[src/rtl/ssd_scan_ctrl.sv]
// Four-digit multiplexed seven-segment scan controller with a guard cycle per slot,
// tear-free frame latching and per-digit blinking.
module ssd_scan_ctrl #(
    parameter int          REFRESH_DIV = 100000,
    parameter int          BLINK_DIV   = 50000000,
    parameter logic [4:0]  BLANK       = 5'b11111
) (
    input  logic        clk,
    input  logic        rst,
    input  logic        en,
    input  logic [19:0] ssd_in,
    input  logic [3:0]  blink_mask,
    input  logic        blink_restart,
    output logic [3:0]  an,
    output logic [4:0]  digit_code,
    output logic        blink_phase
);
    localparam int NUM_DIGITS = 4;
    localparam int DIG_W      = 5;
    localparam int RCNT_W     = $clog2(REFRESH_DIV);
    localparam int BCNT_W     = (BLINK_DIV > 1) ? $clog2(BLINK_DIV) : 1;
    localparam logic [RCNT_W-1:0] RCNT_LAST = RCNT_W'(REFRESH_DIV - 1);
    localparam logic [BCNT_W-1:0] BCNT_LAST = BCNT_W'(BLINK_DIV - 1);

    logic [RCNT_W-1:0]                  rcnt;
    logic [1:0]                         slot;
    logic [NUM_DIGITS-1:0][DIG_W-1:0]   frame;
    logic [BCNT_W-1:0]                  bcnt;
    logic                               slot_end;
    logic                               scan_on;
    logic [NUM_DIGITS-1:0]              dig_on;

    assign slot_end = (rcnt == RCNT_LAST);

    // frame[3] is the leftmost digit and is shown in slot 0
    always_ff @(posedge clk or posedge rst) begin
        if (rst) begin
            rcnt  <= '0;
            slot  <= '0;
            frame <= {NUM_DIGITS{BLANK}};
        end else if (en) begin
            if (slot_end) begin
                rcnt <= '0;
                slot <= slot + 2'd1;
                if (slot == 2'd3)
                    frame <= ssd_in;
            end else begin
                rcnt <= rcnt + 1'b1;
            end
        end
    end

    // Blink timebase free-runs regardless of en; restart wins over terminal count
    always_ff @(posedge clk or posedge rst) begin
        if (rst) begin
            bcnt        <= '0;
            blink_phase <= 1'b0;
        end else if (blink_restart) begin
            bcnt        <= '0;
            blink_phase <= 1'b0;
        end else if (bcnt == BCNT_LAST) begin
            bcnt        <= '0;
            blink_phase <= ~blink_phase;
        end else begin
            bcnt <= bcnt + 1'b1;
        end
    end

    // rcnt==0 is the guard cycle that keeps anodes off while the code switches
    assign scan_on = en && (rcnt != '0);

    for (genvar d = 0; d < NUM_DIGITS; d++) begin : g_dig
        assign dig_on[d] = scan_on && (slot == 2'(NUM_DIGITS - 1 - d))
                           && !(blink_mask[d] && blink_phase);
        assign an[d]     = ~dig_on[d];
    end

    always_comb begin
        digit_code = BLANK;
        for (int d = 0; d < NUM_DIGITS; d++)
            if (dig_on[d])
                digit_code = frame[d];
    end
endmodule

[config.mk]
export PLATFORM = sky130hd
export DESIGN_NAME = ssd_scan_ctrl
export DESIGN_NICKNAME = d
export VERILOG_FILES = /design/src/rtl/ssd_scan_ctrl.sv
export SDC_FILE = /design/constraint.sdc
export NUM_CORES = 1
export LEC_CHECK = 0
export CAP_MARGIN = 30
export CORE_MARGIN = 5
export CORE_UTILIZATION = 58
export CTS_BUF_LIST = sky130_fd_sc_hd__clkbuf_4 sky130_fd_sc_hd__clkbuf_8
export DETAILED_ROUTE_END_ITERATION = 16
export GPL_ROUTABILITY_DRIVEN = 0
export PLACE_DENSITY = 0.9
export SETUP_SLACK_MARGIN = 0.2
export SLEW_MARGIN = 0
export SYNTH_ARGS = -nofsm -noshare
export SYNTH_HDL_FRONTEND = slang
export SYNTH_SLANG_ARGS = --single-unit
[constraint.sdc]
create_clock -name clk -period 2.8 [get_ports clk]
set_input_delay 0.28 -clock clk [delete_from_list [all_inputs] [get_ports clk]]
set_output_delay 0.28 -clock clk [all_outputs]
set_load 0.01 [all_outputs]
* After elaboration in Yosys (flattened, before gate mapping) *
Cells that the tools add are included.

storage, ports and cells
  flip-flop bits (word level) = 66
  bits in latches = 0
  bits in writable memories = 0
  bits in read-only memories = 0
  output and inout port bits = 10
  word-level logic and storage cells = 52
  memories kept = 0

cells by class
  $add $sub $neg = 3
  $mul = 0
  div/mod/pow operators = 0
  order comparisons = 0
  equality and inequality tests = 5
  shift operators = 0
  multiplexer cells = 9
  bitwise logic cells = 5
  reduce and logical (&&, ||, !) cells = 22

operators by type and width
  operator                 number
  $mux W26                 2
  $add A26 B1 Y26 const B  1
  $eq A26 B26 Y1 const B   1
  $mux W5                  4
  $add A17 B1 Y17 const B  1
  $eq A17 B17 Y1 const B   1
  $mux W17                 1
  $reduce_bool A17 Y1      1
  $logic_and A1 B1 Y1      13
  $not A1 Y1               5
  $eq A2 B2 Y1 const B     2
  $logic_not A1 Y1         4
  $reduce_and A3 Y1        1
  $add A2 B1 Y2 const B    1
  $eq A2 B1 Y1 const B     1
  $logic_not A2 Y1         1
  $mux W1                  2
  $reduce_and A2 Y1        1
  $reduce_bool A2 Y1       1

* Longest topological paths before layout *
Gate-level depths: netlist of the first run.

  depth after elaboration = 8
  mapped depth = 6
  gate-level depth less buffers = 6

* Worst setup path after synthesis of the first run *
Ideal clock, no wire load.

  kind = register to output
  start point = register rcnt[13]
  end point = output an[1]
  arrival time = 1.836 ns
  slack = 0.684 ns
  cell stages (with the launch flop) = 6
  buffers on the path = 1
  cells stage by stage = dfrtp_1 > or4_1 > or4_1 > o31a_1 > buf_2 > nand3_1

on the way
  longest elaborated chain between the ends = 5

RTL lines
  element                 line  text
  start, declared         25    logic [RCNT_W-1:0] rcnt;
  start signal, assigned  48    rcnt <= rcnt + 1'b1;
  $reduce_bool A17 Y1     70    assign scan_on = en && (rcnt != '0);
  $logic_and A1 B1 Y1     70
  $logic_and A1 B1 Y1     73    assign dig_on[d] = scan_on && (slot == 2'(NUM_DIGITS - 1 - d))
  $logic_and A1 B1 Y1     74    && !(blink_mask[d] && blink_phase);
  $not A1 Y1              75    assign an[d] = ~dig_on[d];
  end, declared           14    output logic [3:0] an,

Every way passes these cells.

* Worst setup path after layout of the first run *
  start point = register rcnt[13]
  end point = output an[2]

The elaborated chain is that of the path after synthesis.

==> summary.txt, run 1 <==
Setup path
  • CP Max Fanout: 3
  • Crit path kind: reg -> out
  • WP data required: 2.52 ns
  • Critical Path Sink Type: output pin
  • Critical Path AT: 2.42 ns
  • Slowest stage cell, crit path: or4_4
  • CP Cell Sequence: or4_4 -> or4_4 -> o31a_1 -> buf_4 -> nand2_2 -> buf_6
  • Crit path largest cell delay: 0.55 ns
  • Reg2reg setup slack: 0.58 ns
  • Worst setup SP type: flop
  • Most numerous cell on the critical path: or4_4

Power
  • PwrDens: 544.2 nW/um^2
  • VDD IR max: 0.4032 mV
  • Pleak: 1.709 nW

Routing
  • Vias: 2,673
  • Starting DRT DRC Count: 154
  • Wirelength, routed: 7.840 mm
  • Avg Vias per Cell: 6.061
  • Final ANT Viol Nets: 0
  • First-pass iteration count of the detailed router: 4
  • DRC viols: 0
  • DR WL/cell: 17.78 um

CTS
  • Clk root buf: clkbuf_8
  • CTS Buffer Depth: 2
  • Worst-path clk slew: 0.08 ns
  • CTS tree: built
  • CTS Hold Buffers Added: 0
  • Worst-Skew Late Latency: 0.36 ns
  • Clock Sink Count: 66
  • CTS Buf Count: 9
  • H-tree depth: 3

Global routing
  • Vias in the first global route: 2,692
  • Initial antenna violation count: 0
  • Grt total ovfl: 0
  • Total track usage: 0.2291
  • Global-route wire length before repair: 13.19 mm
  • Largest net degree at the start of global routing: 36

Logic synthesis
  • Main synth FF type: dfrtp_1
  • Cells after Synth: 313
  • Synth warn: 0
  • Synth top cells by count: dfrtp_1, nor2_1, nand3_1
  • Top cell type's share of synthesized area: 0.3485
  • Avg Inst Size Synth: 10.55 um^2
  • Library cells used by synthesis: 37
  • Seq/Total Area, Yosys: 0.5076
  • Most frequent cell after synthesis: dfrtp_1
  • Syn_nets: 348
  • Synth Register Bits: 66
  • EDFF count, synth: 0
  • Synthesized cell area: 3303 um^2
  • Post-synthesis async set-or-reset flop share: 1.000
  • Most area-hungry cell type in the Yosys netlist: dfrtp_1
  • Top cells by area, synth: dfrtp_1, dfstp_2, mux2_2

Timing
  • Fin. max-slew vios: 0
  • Hold Vio Cnt, Final: 0
  • RSZ-0062 raised after global routing: yes
  • Slew at the pin with the worst max-slew slack: 0.6919 ns
  • Max Clock Freq: 371.0 MHz
  • Final setup skew: 0.01516 ns
  • Final setup fails: 0
  • Crit path time final: 2.695 ns
  • Setup TNS: 0 ns
  • Max-slew headroom: 0.5380
  • Fin crit share: 0.9625

Floorplan
  • Die Ht: 85.47 um
  • Core area: 5507 um^2
  • Rows: 27
  • Die Wd: 85.47 um
  • Die ar.: 7304 um^2
  • Initial core utilization: 0.5999
  • Io pins: 38

Layout
  • N_diodes: 0
  • NumNets Final: 399
  • Area Growth Syn to Fin: 23.48%
  • Fillers: 365
  • Share of cells above drive strength 1: 0.2412
  • Final instance area: 4079 um^2

Place
  • Placed cell areas: 3775 um^2
  • Post-DP HPWL: 5.094 mm
  • IO buf count: 37

Job
  • # Max-Cap Violations: 0

Worst hold path
  • Tightest Hold Check Type: in -> async

Outcome
  • Status: completed
[cell type report]
cell class	count	area, um^2	share of cell area
Clock buffer	9	123.9	0.03037
Clock inverter	7	70.07	0.01718
Inverter	11	41.29	0.01012
Multi-Input combinational cell	228	1605	0.3936
Sequential cell	66	1677	0.4110
Tap cell	72	90.09	0.02209
Timing Repair Buffer	48	471.7	0.1156
[metrics by stage]
step | total power [mW] | setup WS, ns | utilization | hold WS (ns) | std cells
final | 2.220 | 0.1049 | 0.7407 | 0.3480 | 441
after global routing | 2.329 | 0.04661 | 0.7407 | 0.4156 | 441
after CTS | 2.227 | 0.01013 | 0.7362 | 0.3621 | 441
after detailed placement | 1.373 | 0.05896 | 0.6855 | 0.4878 | 418
after global placement | 1.362 | 0.1355 | 0.6855 | 0.4747 | 418
after floorplan | 1.254 | 0.6840 | - | 0.3431 | 313
[metal layers]
metal | up-vias | share of wire | global-route usage | wire length, um
li1 | 1254 | - | - | -
met1 | 1317 | 0.43 | 0.2980 | 3351
met2 | 84 | 0.49 | 0.3573 | 3873
met3 | 18 | 0.052 | 0.06214 | 410
met4 | 0 | 0.026 | 0.1036 | 204
met5 | - | 0 | 0 | 0
[report_power, final]
group	internal, mW	total (mW)	switching, mW	leakage [nW]
clock network	0.407	0.794	0.386	0.0889
logic	0.178	0.342	0.164	0.796
registers	1.01	1.08	0.0764	0.824
[cell usage in the layout (no fill, tap or decap), types with 6 or more instances in the layout]
cell type | Yosys | routed
dfrtp_1 | 46 | 46
clkdlybuf4s50_1 | 0 | 28
nor2_1 | 26 | 26
mux2_2 | 20 | 20
dfstp_2 | 20 | 20
xnor2_1 | 17 | 17
nand3_1 | 21 | 16
nand2_1 | 18 | 16
nand4_1 | 15 | 15
a21oi_1 | 14 | 14
or3_1 | 11 | 11
o21ai_0 | 11 | 11
xor2_1 | 10 | 10
inv_1 | 11 | 10
clkbuf_8 | 0 | 9
buf_6 | 0 | 9
buf_4 | 0 | 8
ha_1 | 7 | 7
and4_1 | 6 | 6
or4_1 | 8 | 6
[flip-flops by register name, summed over array words and instances (netlist names)]
signal	count
rcnt	17
blink_phase	1
slot	2
bcnt	26
frame	20
[repair_timing]
item,in CTS,in global routing
setup buffers,6,0
resized for setup,51,5
cloned,1,0
endpoints found under the setup margin,9,9
pin swaps,4,4
hold endpoints to repair,0,0
[worst paths after layout]
path	startpoint	to	cells after the start
max in group asynchronous	rst	frame[3]	3
min in group clk	rcnt[8]	rcnt[8]	1
hold / removal	rst	bcnt[15]	2
setup / recovery	rcnt[13]	an[2]	6
hold reg to reg	rcnt[8]	rcnt[8]	1
setup reg to reg	bcnt[0]	bcnt[20]	5
[worst max-delay path: cells and delay by family, from the launching register on]
| family | cells | cell delay (ns) |
|---|---|---|
| compound gates | 1 | 0.36 |
| buf+inv | 2 | 0.26 |
| flops | 1 | 0.39 |
| simple gates | 3 | 1.06 |
[kinds of logic after synthesis]
group	after synthesis	share of synthesized area
multiplexers	22	0.07424
adder cells (fa/ha/maj)	7	0.02651
flip-flops	66	0.5076
AND/OR/NAND/NOR	125	0.2049
AO/OA/AOI/OAI	46	0.08940
buffers and inverters	20	0.02576
XOR/XNOR	27	0.07159
Power figures use the tool's default switching activity.
==> run 2, diff against run 1 <==
--- a/config.mk
+++ b/config.mk
@@ -6,14 +6,16 @@
 export NUM_CORES = 1
 export LEC_CHECK = 0
 export CAP_MARGIN = 30
+export CELL_PAD_IN_SITES_DETAIL_PLACEMENT = 2
+export CELL_PAD_IN_SITES_GLOBAL_PLACEMENT = 2
 export CORE_MARGIN = 5
-export CORE_UTILIZATION = 58
+export CORE_UTILIZATION = 38
 export CTS_BUF_LIST = sky130_fd_sc_hd__clkbuf_4 sky130_fd_sc_hd__clkbuf_8
 export DETAILED_ROUTE_END_ITERATION = 16
 export GPL_ROUTABILITY_DRIVEN = 0
-export PLACE_DENSITY = 0.9
+export PLACE_DENSITY_LB_ADDON = 0.1
 export SETUP_SLACK_MARGIN = 0.2
-export SLEW_MARGIN = 0
+export SLEW_MARGIN = 20
 export SYNTH_ARGS = -nofsm -noshare
 export SYNTH_HDL_FRONTEND = slang
 export SYNTH_SLANG_ARGS = --single-unit
==> summary.txt, run 2 (synthesis gave the netlist of run 1 again) <==
Layout
  • N_diodes: 0 (unchanged)
  • Most flops, register: bcnt (unchanged)
  • Leading cell type in the layout, fill and taps excluded: dfrtp_1 (unchanged)
  • Most frequent cells in the layout: dfrtp_1, clkdlybuf4s50_1, nor2_1, mux2_2, dfstp_2 (unchanged)
  • Max reg flops: 26 (unchanged)
  • Share of cells above drive strength 1: 0.2399 (was 0.2412)
  • Area Growth Syn to Fin: 24.81% (was 23.48%)
  • Biggest regs: bcnt x26, frame x20, rcnt x17 (unchanged)
  • NumNets Final: 401 (was 399)
  • Fin util: 0.4798 (was 0.7407)

Routing
  • Avg Vias per Cell: 5.539 (was 6.061)
  • Final ANT Viol Nets: 0 (unchanged)
  • DRC viols: 0 (unchanged)
  • Wirelength, routed: 9.568 mm (was 7.840 mm)
  • First-pass iteration count of the detailed router: 4 (unchanged)
  • Starting DRT DRC Count: 55 (was 154)
  • Vias: 2,653 (was 2,673)
  • DR WL/cell: 19.97 um (was 17.78 um)

CTS
  • CTS Buffer Depth: 2 (unchanged)
  • CTS Buf Count: 9 (unchanged)
  • Worst-path clk slew: 0.07 ns (was 0.08 ns)
  • Clk root buf: clkbuf_8 (unchanged)
  • Worst-Skew Late Latency: 0.35 ns (was 0.36 ns)
  • H-tree depth: 3 (unchanged)
  • CTS tree: built (unchanged)
  • Clock Sink Count: 66 (unchanged)

Setup path
  • R2r worst-path depth: 5 (unchanged)
  • CP Max Fanout: 5 (was 3)
  • Crit path launch: rcnt[13] (unchanged)
  • RR Startpoint: bcnt[0] (unchanged)
  • Critical Path Sink Type: output pin (unchanged)
  • Worst setup SP type: flop (unchanged)
  • WP data required: 2.52 ns (about the same)
  • Crit path kind: reg -> out (unchanged)
  • Reg2reg setup slack: 0.49 ns (was 0.58 ns)
  • Critical Path AT: 2.42 ns (about the same)

Global routing
  • Total track usage: 0.1929 (was 0.2291)
  • Global-route wire length before repair: 15.70 mm (was 13.19 mm)
  • Largest net degree at the start of global routing: 67 (was 36)
  • Grt total ovfl: 0 (unchanged)
  • Vias in the first global route: 2,984 (was 2,692)
  • Initial antenna violation count: 0 (unchanged)

Timing
  • Setup TNS: 0 ns (unchanged)
  • Worst Hold Slack: 0.3167 ns (was 0.3480 ns)
  • Final setup fails: 0 (unchanged)
  • RSZ-0062 raised after global routing: yes (unchanged)
  • Final setup skew: 0.009953 ns (was 0.01516 ns)
  • Fin. max-slew vios: 0 (unchanged)
  • Fin crit share: 0.9636 (was 0.9625)
  • Slew at the pin with the worst max-slew slack: 0.6153 ns (was 0.6919 ns)
  • Max Clock Freq: 370.6 MHz (was 371.0 MHz)
  • Max-slew headroom: 0.5860 (was 0.5380)
  • Crit path time final: 2.698 ns (was 2.695 ns)
  • Hold Vio Cnt, Final: 0 (unchanged)

Power
  • Power after layout: 2.310 mW (was 2.220 mW)
  • Pleak: 1.722 nW (was 1.709 nW)
  • VDD IR max: 0.2993 mV (was 0.4032 mV)
  • PwrDens: 560.3 nW/um^2 (was 544.2 nW/um^2)

Floorplan
  • Io pins: 38 (unchanged)
  • Rows: 34 (was 27)
  • Die ar.: 10,660 um^2 (was 7304 um^2)
  • Die Ht: 103.2 um (was 85.47 um)
  • Die Wd: 103.2 um (was 85.47 um)
  • Initial core utilization: 0.3844 (was 0.5999)
  • Core area: 8593 um^2 (was 5507 um^2)

Outcome
  • Status: completed (unchanged)

Place
  • Post-DP HPWL: 6.330 mm (was 5.094 mm)
  • IO buf count: 37 (unchanged)

Job
  • # Max-Cap Violations: 0 (unchanged)

Worst hold path
  • Tightest Hold Check Type: in -> async (unchanged)
## run 2: cell count changes in the layout (fill, tap and decap cells not counted)
cell        previous run  this run
clkinv_1               1         0
nand3_2                5         4
nand2_1               16        18
clkbuf_4               0         3
clkbuf_8               9        11
buf_6                  9         6
buf_2                  2         4
nand3_1               16        17
buf_4                  8        11
clkinvlp_4             3         0
nand2_2                1         0
nand2_4                1         0
clkinv_4               1         0
## run 2: per-layer routing
| layer | routed length, um | vias up | GRT usage |
|---|---|---|---|
| met5 | 0 | - | 0 |
| met4 | 189 | 0 | 0.06574 |
| met3 | 315 | 16 | 0.04359 |
| met2 | 4590 | 43 | 0.3143 |
| met1 | 4471 | 1342 | 0.2537 |
| li1 | - | 1252 | - |
## run 2: final timing paths
check                                     end
max in group asynchronous           frame[14]
worst min-delay path                  rcnt[2]
worst max register to register       bcnt[20]
min in group clk                      rcnt[8]
worst min register to register        rcnt[8]
worst max-delay path            digit_code[1]
## run 2: layout make-up
type,instances,area [um^2]
clock buffer,14,173.9
clock inverter,2,35.03
fill,881,4471
inverter,11,41.29
multi-input combinational,228,1590
sequential,66,1677
tap,108,135.1
timing repair buffer,50,470.5
## run 2: metrics by stage
step / cell area [um^2] / std cells / setup slack [ns]
5_1_grt: 4123 / 479 / 0.05453
2_1_floorplan: 3303 / 313 / 0.6840
3_3_place_gp: 3827 / 455 / 0.1250
4_1_cts: 4101 / 478 / -0.03703
3_5_place_dp: 3827 / 455 / 0.04374
6_report: 4123 / 479 / 0.1018
## run 2: worst max-delay path, cell delays in order (launching register included)
cell and delay, ns:
dfrtp_1 0.40, or4_4 0.52, or4_4 0.45, o31a_1 0.35, buf_4 0.18, nand3_4 0.05
buf_6 0.10
## run 2: report_power, final
group          leakage, nW  internal [mW]  switching (mW)
sequential           0.824           1.01          0.0844
combinational        0.787          0.172           0.170
clock                0.111          0.490           0.386
total                 1.72           1.67           0.641
## run 2: timing repair
item | CTS | global route
resized for setup | 47 | 2
gates cloned | 1 | 0
setup buffers | 6 | 1
setup endpoints to repair | 9 | 9
hold buffers | 0 | 0
pin swaps | 5 | 5
